File: src/rtl/fetch_pkg.sv
// ---------------------------------------------------------------------------
// fetch_pkg
// Shared definitions for the fetch/issue front end: opcode encodings
// (top 4 bits of every instruction word), RS unit codes, decoded
// instruction kinds, the FSM state encoding and the "value ready" tag helper.
// ---------------------------------------------------------------------------
package fetch_pkg;

  // Opcodes, inst[WORD_W-1 -: 4]
  localparam logic [3:0] OP_NOP  = 4'b0000;
  localparam logic [3:0] OP_HALT = 4'b0001;
  localparam logic [3:0] OP_ADD  = 4'b1000;
  localparam logic [3:0] OP_MUL  = 4'b1001;
  localparam logic [3:0] OP_BGT  = 4'b1010;
  localparam logic [3:0] OP_LW   = 4'b1100;
  localparam logic [3:0] OP_SW   = 4'b1101;
  localparam logic [3:0] OP_JMP  = 4'b1110;
  localparam logic [3:0] OP_MV   = 4'b1111;

  // Reservation-station unit codes carried on iss_unit
  localparam logic [2:0] UNIT_LW   = 3'd0;
  localparam logic [2:0] UNIT_SW   = 3'd1;
  localparam logic [2:0] UNIT_ADD  = 3'd2;
  localparam logic [2:0] UNIT_MUL  = 3'd3;
  localparam logic [2:0] UNIT_MV   = 3'd4;
  localparam logic [2:0] UNIT_HALT = 3'd5;

  // What the front end does with a decoded word
  typedef enum logic [1:0] {
    KIND_SKIP  = 2'd0,   // NOP and unknown opcodes
    KIND_ISSUE = 2'd1,   // ALU/MUL/LD/ST/MV/HALT go to the RS
    KIND_JMP   = 2'd2,
    KIND_BGT   = 2'd3
  } kind_e;

  typedef enum logic [2:0] {
    S_FETCH  = 3'd0,
    S_DECODE = 3'd1,
    S_ISSUE  = 3'd2,
    S_BRA_A  = 3'd3,
    S_BRA_B  = 3'd4,
    S_HALTED = 3'd5
  } state_e;

  // TAG_READY: all ones except the MSB (0x7F for an 8-bit tag).
  function automatic logic [31:0] tag_ready(input int tag_w);
    return (32'd1 << (tag_w - 1)) - 32'd1;
  endfunction

endpackage

File: src/rtl/fetch_decode.sv
// ---------------------------------------------------------------------------
// fetch_decode
// Purely combinational decode of one instruction word. Field positions are
// fixed to the 32-bit layout (requires WORD_W >= 32); the opcode is always
// the top 4 bits of the word.
// Ports:
//   inst    in   WORD_W  instruction word
//   kind    out  kind_e  skip / issue / jump / branch
//   unit    out  3       RS unit code (valid for KIND_ISSUE)
//   r1..r3  out  REG_W   register fields [27:22], [21:16], [15:10]
//   hasimm  out  1       immediate form (inst[0]) for ALU/MEM/MV
//   imm     out  WORD_W  sign-extended immediate (0 when not immediate form)
//   offset  out  WORD_W  sign-extended inst[27:0], jump/branch displacement
// ---------------------------------------------------------------------------
module fetch_decode
  import fetch_pkg::*;
#(
  parameter int WORD_W = 32,
  parameter int REG_W  = 6
) (
  input  logic [WORD_W-1:0] inst,
  output kind_e             kind,
  output logic [2:0]        unit,
  output logic [REG_W-1:0]  r1,
  output logic [REG_W-1:0]  r2,
  output logic [REG_W-1:0]  r3,
  output logic              hasimm,
  output logic [WORD_W-1:0] imm,
  output logic [WORD_W-1:0] offset
);

  logic [3:0] opcode;

  assign opcode = inst[WORD_W-1 -: 4];
  assign offset = WORD_W'($signed(inst[27:0]));

  always_comb begin
    // NOTE: every output gets a default before the case so that no path
    // leaves a value unassigned, which would otherwise infer a latch.
    kind   = KIND_SKIP;
    unit   = '0;
    r1     = '0;
    r2     = '0;
    r3     = '0;
    hasimm = 1'b0;
    imm    = '0;

    case (opcode)
      OP_LW:   begin kind = KIND_ISSUE; unit = UNIT_LW;   end
      OP_SW:   begin kind = KIND_ISSUE; unit = UNIT_SW;   end
      OP_ADD:  begin kind = KIND_ISSUE; unit = UNIT_ADD;  end
      OP_MUL:  begin kind = KIND_ISSUE; unit = UNIT_MUL;  end
      OP_MV:   begin kind = KIND_ISSUE; unit = UNIT_MV;   end
      OP_HALT: begin kind = KIND_ISSUE; unit = UNIT_HALT; end
      OP_JMP:  kind = KIND_JMP;
      OP_BGT:  kind = KIND_BGT;
      default: kind = KIND_SKIP;
    endcase

    if (opcode inside {OP_LW, OP_SW, OP_ADD, OP_MUL}) begin
      // The 15-bit immediate overlaps the r3 field; both are presented.
      r1     = REG_W'(inst[27:22]);
      r2     = REG_W'(inst[21:16]);
      r3     = REG_W'(inst[15:10]);
      hasimm = inst[0];
      if (inst[0]) imm = WORD_W'($signed(inst[15:1]));
    end else if (opcode == OP_MV) begin
      r1     = REG_W'(inst[27:22]);
      hasimm = inst[0];
      if (inst[0]) imm = WORD_W'($signed(inst[21:1]));
      else         r2  = REG_W'(inst[21:16]);
    end else if (opcode == OP_BGT) begin
      r1 = REG_W'(inst[27:22]);
      r2 = REG_W'(inst[21:16]);
    end
  end

endmodule

File: src/rtl/fetch_issue_unit.sv
// ---------------------------------------------------------------------------
// fetch_issue_unit
// Instruction fetch/issue front end between the instruction cache and the
// reservation-station complex. Fetches one line, walks it word by word
// (word 0 in the top bits of ic_line), issues ALU/MUL/LD/ST/MV/HALT over a
// valid/ready handshake, resolves JMP and BGT locally (BGT reads two
// registers through rf_addr/rf_tag/rf_val) and stops for good on HALT.
// Optional feature macro: FETCH_PERF_EN adds four saturating 32-bit
// performance counters (issues, icache wait, RS wait, taken jumps/branches).
// Ports:
//   clk, rst         clock; synchronous active-high reset
//   ic_addr          line-aligned fetch address (driven only in FETCH)
//   ic_hit, ic_line  line for ic_addr is present this cycle
//   iss_valid/ready  issue handshake; iss_unit/r1/r2/r3/hasimm/imm fields
//   rf_addr          register index for BGT operand reads
//   rf_tag, rf_val   producer tag (ready when == TAG_READY) and value
//   pc               byte address of the word under decode
//   halted           HALT issued; unit idle until rst
//   perf_*           (FETCH_PERF_EN only) event counters
// ---------------------------------------------------------------------------
module fetch_issue_unit
  import fetch_pkg::*;
#(
  parameter int WORD_W     = 32,
  parameter int LINE_WORDS = 32,
  parameter int REG_W      = 6,
  parameter int TAG_W      = 8,
  parameter logic [WORD_W-1:0] RESET_PC = '0
) (
  input  logic                         clk,
  input  logic                         rst,
  output logic [WORD_W-1:0]            ic_addr,
  input  logic                         ic_hit,
  input  logic [LINE_WORDS*WORD_W-1:0] ic_line,
  output logic                         iss_valid,
  input  logic                         iss_ready,
  output logic [2:0]                   iss_unit,
  output logic [REG_W-1:0]             iss_r1,
  output logic [REG_W-1:0]             iss_r2,
  output logic [REG_W-1:0]             iss_r3,
  output logic                         iss_hasimm,
  output logic [WORD_W-1:0]            iss_imm,
  output logic [REG_W-1:0]             rf_addr,
  input  logic [TAG_W-1:0]             rf_tag,
  input  logic [WORD_W-1:0]            rf_val,
  output logic [WORD_W-1:0]            pc,
  output logic                         halted
`ifdef FETCH_PERF_EN
  ,
  output logic [31:0]                  perf_issued,
  output logic [31:0]                  perf_stall_ic,
  output logic [31:0]                  perf_stall_rs,
  output logic [31:0]                  perf_taken
`endif
);

  localparam int WORD_BYTES = WORD_W / 8;
  localparam int LINE_BYTES = LINE_WORDS * WORD_BYTES;
  localparam int OFF_LSB    = $clog2(WORD_BYTES);
  localparam int OFF_W      = $clog2(LINE_WORDS);
  localparam logic [WORD_W-1:0] LINE_MASK  = WORD_W'(LINE_BYTES - 1);
  localparam logic [WORD_W-1:0] WORD_MASK  = WORD_W'(WORD_BYTES - 1);
  localparam logic [WORD_W-1:0] WORD_STEP  = WORD_W'(WORD_BYTES);
  localparam logic [OFF_W-1:0]  LAST_IDX   = OFF_W'(LINE_WORDS - 1);
  localparam logic [TAG_W-1:0]  TAG_READY  = TAG_W'(tag_ready(TAG_W));

  state_e             state_q, state_d;
  logic [WORD_W-1:0]  pc_d;
  logic [OFF_W-1:0]   widx_q, widx_d;
  logic [WORD_W-1:0]  line_q [LINE_WORDS];
  logic [REG_W-1:0]   br_r1_q, br_r2_q;
  logic [WORD_W-1:0]  br_off_q;
  logic [WORD_W-1:0]  a_q;

  logic load_line, load_iss, clr_iss, load_br, load_a;
  logic rf_ok, br_gt;

  logic [WORD_W-1:0] line_base, adv_pc, jmp_target, br_target;
  state_e            adv_state;

  kind_e             dec_kind;
  logic [2:0]        dec_unit;
  logic [REG_W-1:0]  dec_r1, dec_r2, dec_r3;
  logic              dec_hasimm;
  logic [WORD_W-1:0] dec_imm, dec_offset;

  fetch_decode #(.WORD_W(WORD_W), .REG_W(REG_W)) u_decode (
    .inst   (line_q[widx_q]),
    .kind   (dec_kind),
    .unit   (dec_unit),
    .r1     (dec_r1),
    .r2     (dec_r2),
    .r3     (dec_r3),
    .hasimm (dec_hasimm),
    .imm    (dec_imm),
    .offset (dec_offset)
  );

  // Targets are relative to the base of the line holding the jump/branch;
  // sub-word target bits are dropped.
  assign line_base  = pc & ~LINE_MASK;
  assign adv_pc     = pc + WORD_STEP;
  assign adv_state  = (widx_q == LAST_IDX) ? S_FETCH : S_DECODE;
  assign jmp_target = (line_base + dec_offset) & ~WORD_MASK;
  assign br_target  = (line_base + br_off_q) & ~WORD_MASK;
  assign rf_ok      = (rf_tag == TAG_READY);
  assign br_gt      = ($signed(a_q) > $signed(rf_val));

  always_comb begin
    state_d   = state_q;
    pc_d      = pc;
    widx_d    = widx_q;
    load_line = 1'b0;
    load_iss  = 1'b0;
    clr_iss   = 1'b0;
    load_br   = 1'b0;
    load_a    = 1'b0;
    ic_addr   = '0;
    iss_valid = 1'b0;
    rf_addr   = '0;
    halted    = 1'b0;

    case (state_q)
      S_FETCH: begin
        ic_addr = line_base;
        if (ic_hit) begin
          load_line = 1'b1;
          widx_d    = pc[OFF_LSB +: OFF_W];
          state_d   = S_DECODE;
        end
      end

      S_DECODE: begin
        case (dec_kind)
          KIND_ISSUE: begin
            load_iss = 1'b1;
            state_d  = S_ISSUE;
          end
          KIND_JMP: begin
            pc_d    = jmp_target;
            state_d = S_FETCH;
          end
          KIND_BGT: begin
            load_br = 1'b1;
            state_d = S_BRA_A;
          end
          default: begin
            pc_d    = adv_pc;
            widx_d  = widx_q + OFF_W'(1);
            state_d = adv_state;
          end
        endcase
      end

      S_ISSUE: begin
        iss_valid = 1'b1;
        if (iss_ready) begin
          clr_iss = 1'b1;
          if (iss_unit == UNIT_HALT) begin
            state_d = S_HALTED;
          end else begin
            pc_d    = adv_pc;
            widx_d  = widx_q + OFF_W'(1);
            state_d = adv_state;
          end
        end
      end

      S_BRA_A: begin
        rf_addr = br_r1_q;
        if (rf_ok) begin
          load_a  = 1'b1;
          state_d = S_BRA_B;
        end
      end

      S_BRA_B: begin
        rf_addr = br_r2_q;
        if (rf_ok) begin
          if (br_gt) begin
            pc_d    = br_target;
            state_d = S_FETCH;
          end else begin
            pc_d    = adv_pc;
            widx_d  = widx_q + OFF_W'(1);
            state_d = adv_state;
          end
        end
      end

      S_HALTED: halted = 1'b1;

      default: state_d = S_FETCH;
    endcase
  end

  // NOTE: the line buffer has no reset; it is always reloaded in FETCH
  // before any word of it is decoded, so clearing it would only cost logic.
  always_ff @(posedge clk) begin
    if (load_line) begin
      for (int i = 0; i < LINE_WORDS; i++) begin
        line_q[i] <= ic_line[(LINE_WORDS-1-i)*WORD_W +: WORD_W];
      end
    end
  end

  // NOTE: state uses non-blocking assignments so every register samples
  // pre-edge values regardless of statement order.
  always_ff @(posedge clk) begin
    if (rst) begin
      state_q    <= S_FETCH;
      pc         <= RESET_PC;
      widx_q     <= '0;
      iss_unit   <= '0;
      iss_r1     <= '0;
      iss_r2     <= '0;
      iss_r3     <= '0;
      iss_hasimm <= 1'b0;
      iss_imm    <= '0;
      br_r1_q    <= '0;
      br_r2_q    <= '0;
      br_off_q   <= '0;
      a_q        <= '0;
    end else begin
      state_q <= state_d;
      pc      <= pc_d;
      widx_q  <= widx_d;
      // Issue fields are held through the whole ISSUE wait and zeroed
      // on acceptance so the bus is quiet outside ISSUE.
      if (load_iss) begin
        iss_unit   <= dec_unit;
        iss_r1     <= dec_r1;
        iss_r2     <= dec_r2;
        iss_r3     <= dec_r3;
        iss_hasimm <= dec_hasimm;
        iss_imm    <= dec_imm;
      end else if (clr_iss) begin
        iss_unit   <= '0;
        iss_r1     <= '0;
        iss_r2     <= '0;
        iss_r3     <= '0;
        iss_hasimm <= 1'b0;
        iss_imm    <= '0;
      end
      if (load_br) begin
        br_r1_q  <= dec_r1;
        br_r2_q  <= dec_r2;
        br_off_q <= dec_offset;
      end
      if (load_a) a_q <= rf_val;
    end
  end

`ifdef FETCH_PERF_EN
  logic perf_take;
  assign perf_take = ((state_q == S_DECODE) && (dec_kind == KIND_JMP)) ||
                     ((state_q == S_BRA_B) && rf_ok && br_gt);

  always_ff @(posedge clk) begin
    if (rst) begin
      perf_issued   <= '0;
      perf_stall_ic <= '0;
      perf_stall_rs <= '0;
      perf_taken    <= '0;
    end else begin
      if (iss_valid && iss_ready && (perf_issued != '1))
        perf_issued <= perf_issued + 32'd1;
      if ((state_q == S_FETCH) && !ic_hit && (perf_stall_ic != '1))
        perf_stall_ic <= perf_stall_ic + 32'd1;
      if ((state_q == S_ISSUE) && !iss_ready && (perf_stall_rs != '1))
        perf_stall_rs <= perf_stall_rs + 32'd1;
      if (perf_take && (perf_taken != '1))
        perf_taken <= perf_taken + 32'd1;
    end
  end
`endif

endmodule

File: config.mk
export PLATFORM = sky130hd
export DESIGN_NAME = fetch_issue_unit
export DESIGN_NICKNAME = d
export VERILOG_FILES = /design/src/rtl/fetch_pkg.sv /design/src/rtl/fetch_decode.sv /design/src/rtl/fetch_issue_unit.sv
export SDC_FILE = /design/constraint.sdc
export NUM_CORES = 1
export LEC_CHECK = 0
export CORE_AREA = 2 2 470 472
export CTS_BUF_LIST = sky130_fd_sc_hd__clkbuf_2
export DETAILED_ROUTE_END_ITERATION = 7
export DIE_AREA = 0 0 472 474
export GPL_ROUTABILITY_DRIVEN = 0
export PLACE_DENSITY_LB_ADDON = 0.05
export SLEW_MARGIN = 25
export SYNTH_ARGS = -nofsm -noshare
export SYNTH_HDL_FRONTEND = slang
export SYNTH_SLANG_ARGS = --single-unit
File: constraint.sdc
create_clock -name clk -period 41.4 [get_ports clk]
set_input_delay 12.42 -clock clk [delete_from_list [all_inputs] [get_ports clk]]
set_output_delay 12.42 -clock clk [all_outputs]
set_load 0.03 [all_outputs]
# After elaboration in Yosys (flattened, before gate mapping)
# Memory sizes are Yosys's and may differ from the RTL's. A register that Yosys moved wholly into a read port is not among the register bits.
# Cells that the tools add are included.
[word_totals]
ff_bits = 166
wordCells = 124
memories = 1
output_inout_bits = 126
input_bits = 1068
mem_bits_rw = 1024
rom_bits = 0
latch_bits = 0
[memory_table]
columns = ["name", "depth", "width", "read_ports", "rd_clocked_by_memory_dff", "wr", "line_no", "source"]
rows = [
  ["line_q", 32, 32, 1, 1, 32, "fetch_issue_unit.sv:70", "logic [WORD_W-1:0] line_q [LINE_WORDS];"],
]
[classes]
addsub = 4
multipliers = 0
div_mod_pow = 0
shift = 0
order_cmp = 1
bitwise = 1
n_eq_ne = 27
n_reduce_logical = 11
muxes = 66
[ops]
columns = ["operator", "n"]
rows = [
  ["2-to-1 mux 32 bit", 11],
  ["one-hot mux 32 bit (3 select lines)", 1],
  ["2-to-1 mux 6 bit", 12],
  ["adder 32 bit", 2],
  ["one-hot mux 32 bit (2 select lines)", 1],
  ["2-to-1 mux 5 bit", 8],
  ["adder 32 x 3 -> 32 bit (second input constant)", 1],
  ["greater-than comparator 32 bit", 1],
  ["== test 4 bit (second input constant)", 7],
  ["2-to-1 mux 3 bit", 7],
  ["2-to-1 mux 1 bit", 20],
  ["one-hot mux 5 bit (4 select lines)", 1],
  ["one-hot mux 3 bit (6 select lines)", 1],
  ["inequality test 2 bit (second input constant)", 8],
  ["one-hot mux 3 bit (5 select lines)", 1],
  ["one-hot mux 2 bit (3 select lines)", 2],
  ["one-hot mux 6 bit (2 select lines)", 1],
  ["AND reduction 5 bit", 2],
  ["== test 3 bit (second input constant)", 3],
  ["== test 8 x 7 -> 1 bit (second input constant)", 1],
  ["nonzero test 4 bit", 2],
  ["AND reduction 7 bit", 1],
  ["== test 3 x 2 -> 1 bit (second input constant)", 2],
  ["OR reduction 6 bit", 1],
  ["other kinds (12)", 13],
]

# Depth between registers and ports, before layout
[depth]
word_depth = 9
mapped_depth = 21
ltp_nobuf = 15

# Hierarchy
# A second synthesis with hierarchy kept.
[unflattened]
cells_unflattened = 2903
area_unflattened_um2 = 49781.5
[modules_own_cells]
columns = ["mod", "seq_area_each_um2", "cells_per_inst", "area_per_inst_um2", "n_inst"]
rows = [
  ["fetch_issue_unit", 34172.8, 2776, 48940.7, 1],
  ["fetch_decode", 0.0, 127, 840.8, 1],
]

# Worst setup path after synthesis
# Ideal clock, no wire load.
[synth_path]
path_type = "input to register"
startpoint = "in ic_hit"
endpoint = "mem line_q[0][0], enable pin"
path_buffers = 0
required_time_ns = 39.867
path_slack_ns = 4.545
arrival_ns = 35.323
setup_ns = 1.533
cell_stages = 1
cell_sequence = "and2_1"
[synth_lines]
columns = ["element", "line_no", "source"]
rows = [
  ["start, declared", "fetch_issue_unit.sv:33", "input logic ic_hit,"],
  ["end, declared", "fetch_issue_unit.sv:70", ""],
]

# Final worst setup path
[layout_path]
startpoint = "reg state_q[1]"
endpoint = "out rf_addr[5]"
[layout_between]
elab_chain_cells = 2
elab_cells_between_ends = 3
classes_between = "2 x eq/ne; 1 x mux"
[layout_lines]
columns = ["element", "line_no", "source"]
rows = [
  ["start, declared", "fetch_issue_unit.sv:67", "state_e state_q, state_d;"],
  ["start signal, assigned", "fetch_issue_unit.sv:225", "state_q <= state_d;"],
  ["== test 3 bit / == test 3 x 2 -> 1 bit (equally long branches)", "fetch_issue_unit.sv:123", "case (state_q)"],
  ["one-hot mux 6 bit (2 select lines) (*)", "fetch_issue_unit.sv:123", ""],
  ["end, declared", "fetch_issue_unit.sv:43", "output logic [REG_W-1:0] rf_addr,"],
]
# Mark *: on every way between the ends. The rest lies on a longest branch, timed or not.

==> results.sh <==
export IMPL_crit_arrival_ns=4.34
export IMPL_dieArea_um2=223700
export IMPL_grt_pass1_wl_mm=289.2
export IMPL_cpLargestDelayFamily="simple AND/OR/NAND/NOR gates"
export IMPL_slew_headroom_pct=27.20
export IMPL_post_cts_resized=0
export IMPL_ys_ff_latch=1180
export IMPL_tns_ns=0
export IMPL_port_buffers=1184
export IMPL_slowest_stage="nor2_1"
export IMPL_async_reset_ff_share_pct=0
export IMPL_drt_iter0_markers=2263
export IMPL_critPathKind="register to output pin"
export IMPL_ys_types=89
export IMPL_antenna_found_initial=181
export IMPL_mappedNetlistArea_um2=49490
export IMPL_drive_gt1_share_pct=20.75
export IMPL_clockBufferDepth=4
export IMPL_cts_root_buf="clkbuf_2"
export IMPL_avgSynthCellArea_um2=17.30
export IMPL_timing_hold_ws_ns=0.4574
export IMPL_vias=33020
export IMPL_crit_chain="nand2_1, nor2_1, a22o_1, clkdlybuf4s50_1"
export IMPL_synth_top_cell_area_share_pct=62.13
export IMPL_worst_path_buf_inv=1
export IMPL_cp_start_kind="register"
export IMPL_synth_most_common_cell="edfxtp_1"
export IMPL_power_density_nw_per_um2=56.95
export IMPL_io_pins=1194
export IMPL_dpl_hpwl_mm=166.7
export IMPL_reg2reg_depth=16
export IMPL_reg2reg_to="pc[30]$_SDFFE_PP0P_"
export IMPL_grt_max_degree=162
export IMPL_ys_top_cells_by_count="edfxtp_1 (1024), mux4_2 (279), dfxtp_1 (156)"
export IMPL_start_util_pct=22.63
export IMPL_r2r_slack_ns=34.70
export IMPL_ys_flop_type="edfxtp_1"
export IMPL_min_delay_start="br_off_q[3]$_SDFFE_PP0P_"
export IMPL_end_kind="output pin"
export IMPL_placementRows=172
export IMPL_clock_skew_ns=0.2264
export IMPL_status="completed"
export IMPL_wl_per_cell_um=29.07
export IMPL_synth_edf_count=1024
export IMPL_whs_endpoint="pc[3]$_SDFFE_PP0P_"
export IMPL_core_area_um2=218700
export IMPL_power_leakage_nw=23.08
export IMPL_finalSetupViolCount=0
export IMPL_yosys_warnings=0
export IMPL_grt_pass1_vias=34770
export IMPL_dieWidth_um=472
export IMPL_period_minus_slack_ns=16.76
export IMPL_crit_start="state_q[1]$_SDFFE_PP0P_"
export IMPL_viasPerCell=4.424
export IMPL_max_stage_delay_ns=0.76
export IMPL_detail_route_antenna_nets=0
export IMPL_cp_required_ns=28.98
export IMPL_slew_viol_final=0
export IMPL_die_h_um=474
export IMPL_yosysSeqAreaShare_pct=68.44
export IMPL_grt_use_total_pct=18.89
export IMPL_max_freq_mhz=59.65
export IMPL_drc=0
export IMPL_yosysTopAreaCell="edfxtp_1"
export IMPL_cts_htree_levels=5
export IMPL_peakVddDrop_v=0.00003753
export IMPL_hp_class="register to register"
export IMPL_worstMarginPinSlew_ns=1.092
export IMPL_clk_pin_slew_ns=0.09
export IMPL_post_cts_buffers=0
export IMPL_clock_sinks=1180
export IMPL_maxCapViolCount=0
export IMPL_holdBufCountCts=0
export IMPL_routed_wirelength_mm=217.0
export IMPL_firstDrtPassIters=5
export IMPL_area_delta_synth_final_pct=37.18
export IMPL_min_period_over_period_pct=40.49
export IMPL_fin_nets=5458
export IMPL_hold_violations=0
export IMPL_critPathMaxFanout=18
export IMPL_worstHoldPathCells=2
export IMPL_cts_tree="done"
export IMPL_synth_area_leaders="edfxtp_1 (62%), mux4_2 (13%), dfxtp_1 (6.3%)"
export IMPL_grt_ovfl_total=0
export IMPL_insertion_delay_ns=1.79
export IMPL_rsz0062_at_grt="no"
export IMPL_syn_inst=2860
export IMPL_numCtsBuffers=361
how the worst max path moves through the flow:
stage | to | cells after the start | slack (ns)
2_1_floorplan | line_q[0][0]$_DFFE_PP_ | 1 | 4.54
3_3_place_gp | line_q[20][26]$_DFFE_PP_ | 7 | 23.35
3_5_place_dp | line_q[10][26]$_DFFE_PP_ | 7 | 23.34
4_1_cts | rf_addr[4] | 4 | 24.24
5_1_grt | rf_addr[5] | 4 | 24.12
6_report | rf_addr[5] | 4 | 24.64
layout by cell type (no fill, tap or decap), types with 12 or more instances in the layout:
| cell | synthesis | final |
|---|---|---|
| mux4_2 | 279 | 279 |
| nand3_1 | 36 | 36 |
| nor2b_1 | 16 | 16 |
| nand2_1 | 148 | 148 |
| nand4_1 | 15 | 15 |
| edfxtp_1 | 1024 | 1024 |
| buf_4 | 32 | 48 |
| a21o_1 | 18 | 18 |
| dfxtp_1 | 156 | 151 |
| o21ai_0 | 67 | 67 |
| a22o_1 | 24 | 24 |
| o31ai_1 | 12 | 12 |
| inv_1 | 57 | 57 |
| a211oi_1 | 34 | 34 |
| a22oi_1 | 23 | 23 |
| xnor2_1 | 41 | 41 |
| and2_1 | 27 | 26 |
| o21a_1 | 36 | 36 |
| mux2i_1 | 45 | 42 |
| clkdlybuf4s50_1 | 0 | 1183 |
| nor3_1 | 41 | 39 |
| o211ai_1 | 12 | 12 |
| diode_2 | 0 | 37 |
| xor2_1 | 20 | 20 |
| a21oi_1 | 128 | 127 |
| ha_1 | 83 | 83 |
| mux2_2 | 27 | 27 |
| mux4_1 | 17 | 17 |
| nor2_1 | 140 | 140 |
| clkbuf_2 | 0 | 508 |
| and3_1 | 14 | 14 |
| clkinv_1 | 0 | 83 |
layer usage:
metal  global-route usage, %  part of all wire [%]
met1                   22.04                    39
met2                   32.64                    50
met3                   6.510                   7.7
met4                   5.477                   3.0
met5                       0                  0.32
flip-flops by register name (all words and copies together), names as in the netlist, 5 cells and up, named ones only:
name      cells
a_q          32
br_r1_q       6
br_r2_q       6
iss_r2        6
line_q     1024
iss_r1        6
pc           30
widx_q        5
iss_imm      21
br_off_q     26
iss_r3        6
metrics by stage:
step,cell area (um^2),total power (W),worst slack (ns),std cells,util [%]
global placement,64610,0.003019,23.35,6812,29.55
global route,67840,0.004102,24.12,7441,31.02
finish,67890,0.003866,24.64,7463,31.05
detailed placement,64630,0.003018,23.34,6812,29.56
floorplan,49520,0.002823,4.545,2868,-
CTS,67770,0.003965,24.24,7425,30.99
cell families after synthesis:
group,synth area share [%]
flops,68.44
simple gates,4.912
compound gates,6.032
mux,15.15
buf+inv,2.194
fa+ha+maj,2.179
xor+xnor,1.080
other cells,0.007577
area by class of cell:
class	instances	area [um^2]
inverters	58	217.7
clock buffers	508	2542
repair buffers	1237	12330
well taps	2871	3592
flip-flops and latches	1180	33890
diodes	37	92.59
multi-input cells	1467	14630
fillers	21870	150800
clock inverters	105	599.3
power by group:
| group | internal, W | total (W) | switching, W |
|---|---|---|---|
| combinational | 0.000484 | 0.00120 | 0.000712 |
| clock | 0.000372 | 0.000914 | 0.000542 |
| sequential | 0.00164 | 0.00176 | 0.000113 |
worst min-delay path: cells and delay by family (launching register included):
family | cells | cell delay (ns)
AO/OA/AOI/OAI | 1 | 0.05
flip-flops | 1 | 0.32
AND/OR/NAND/NOR | 1 | 0.05
Power figures use the tool's default switching activity.
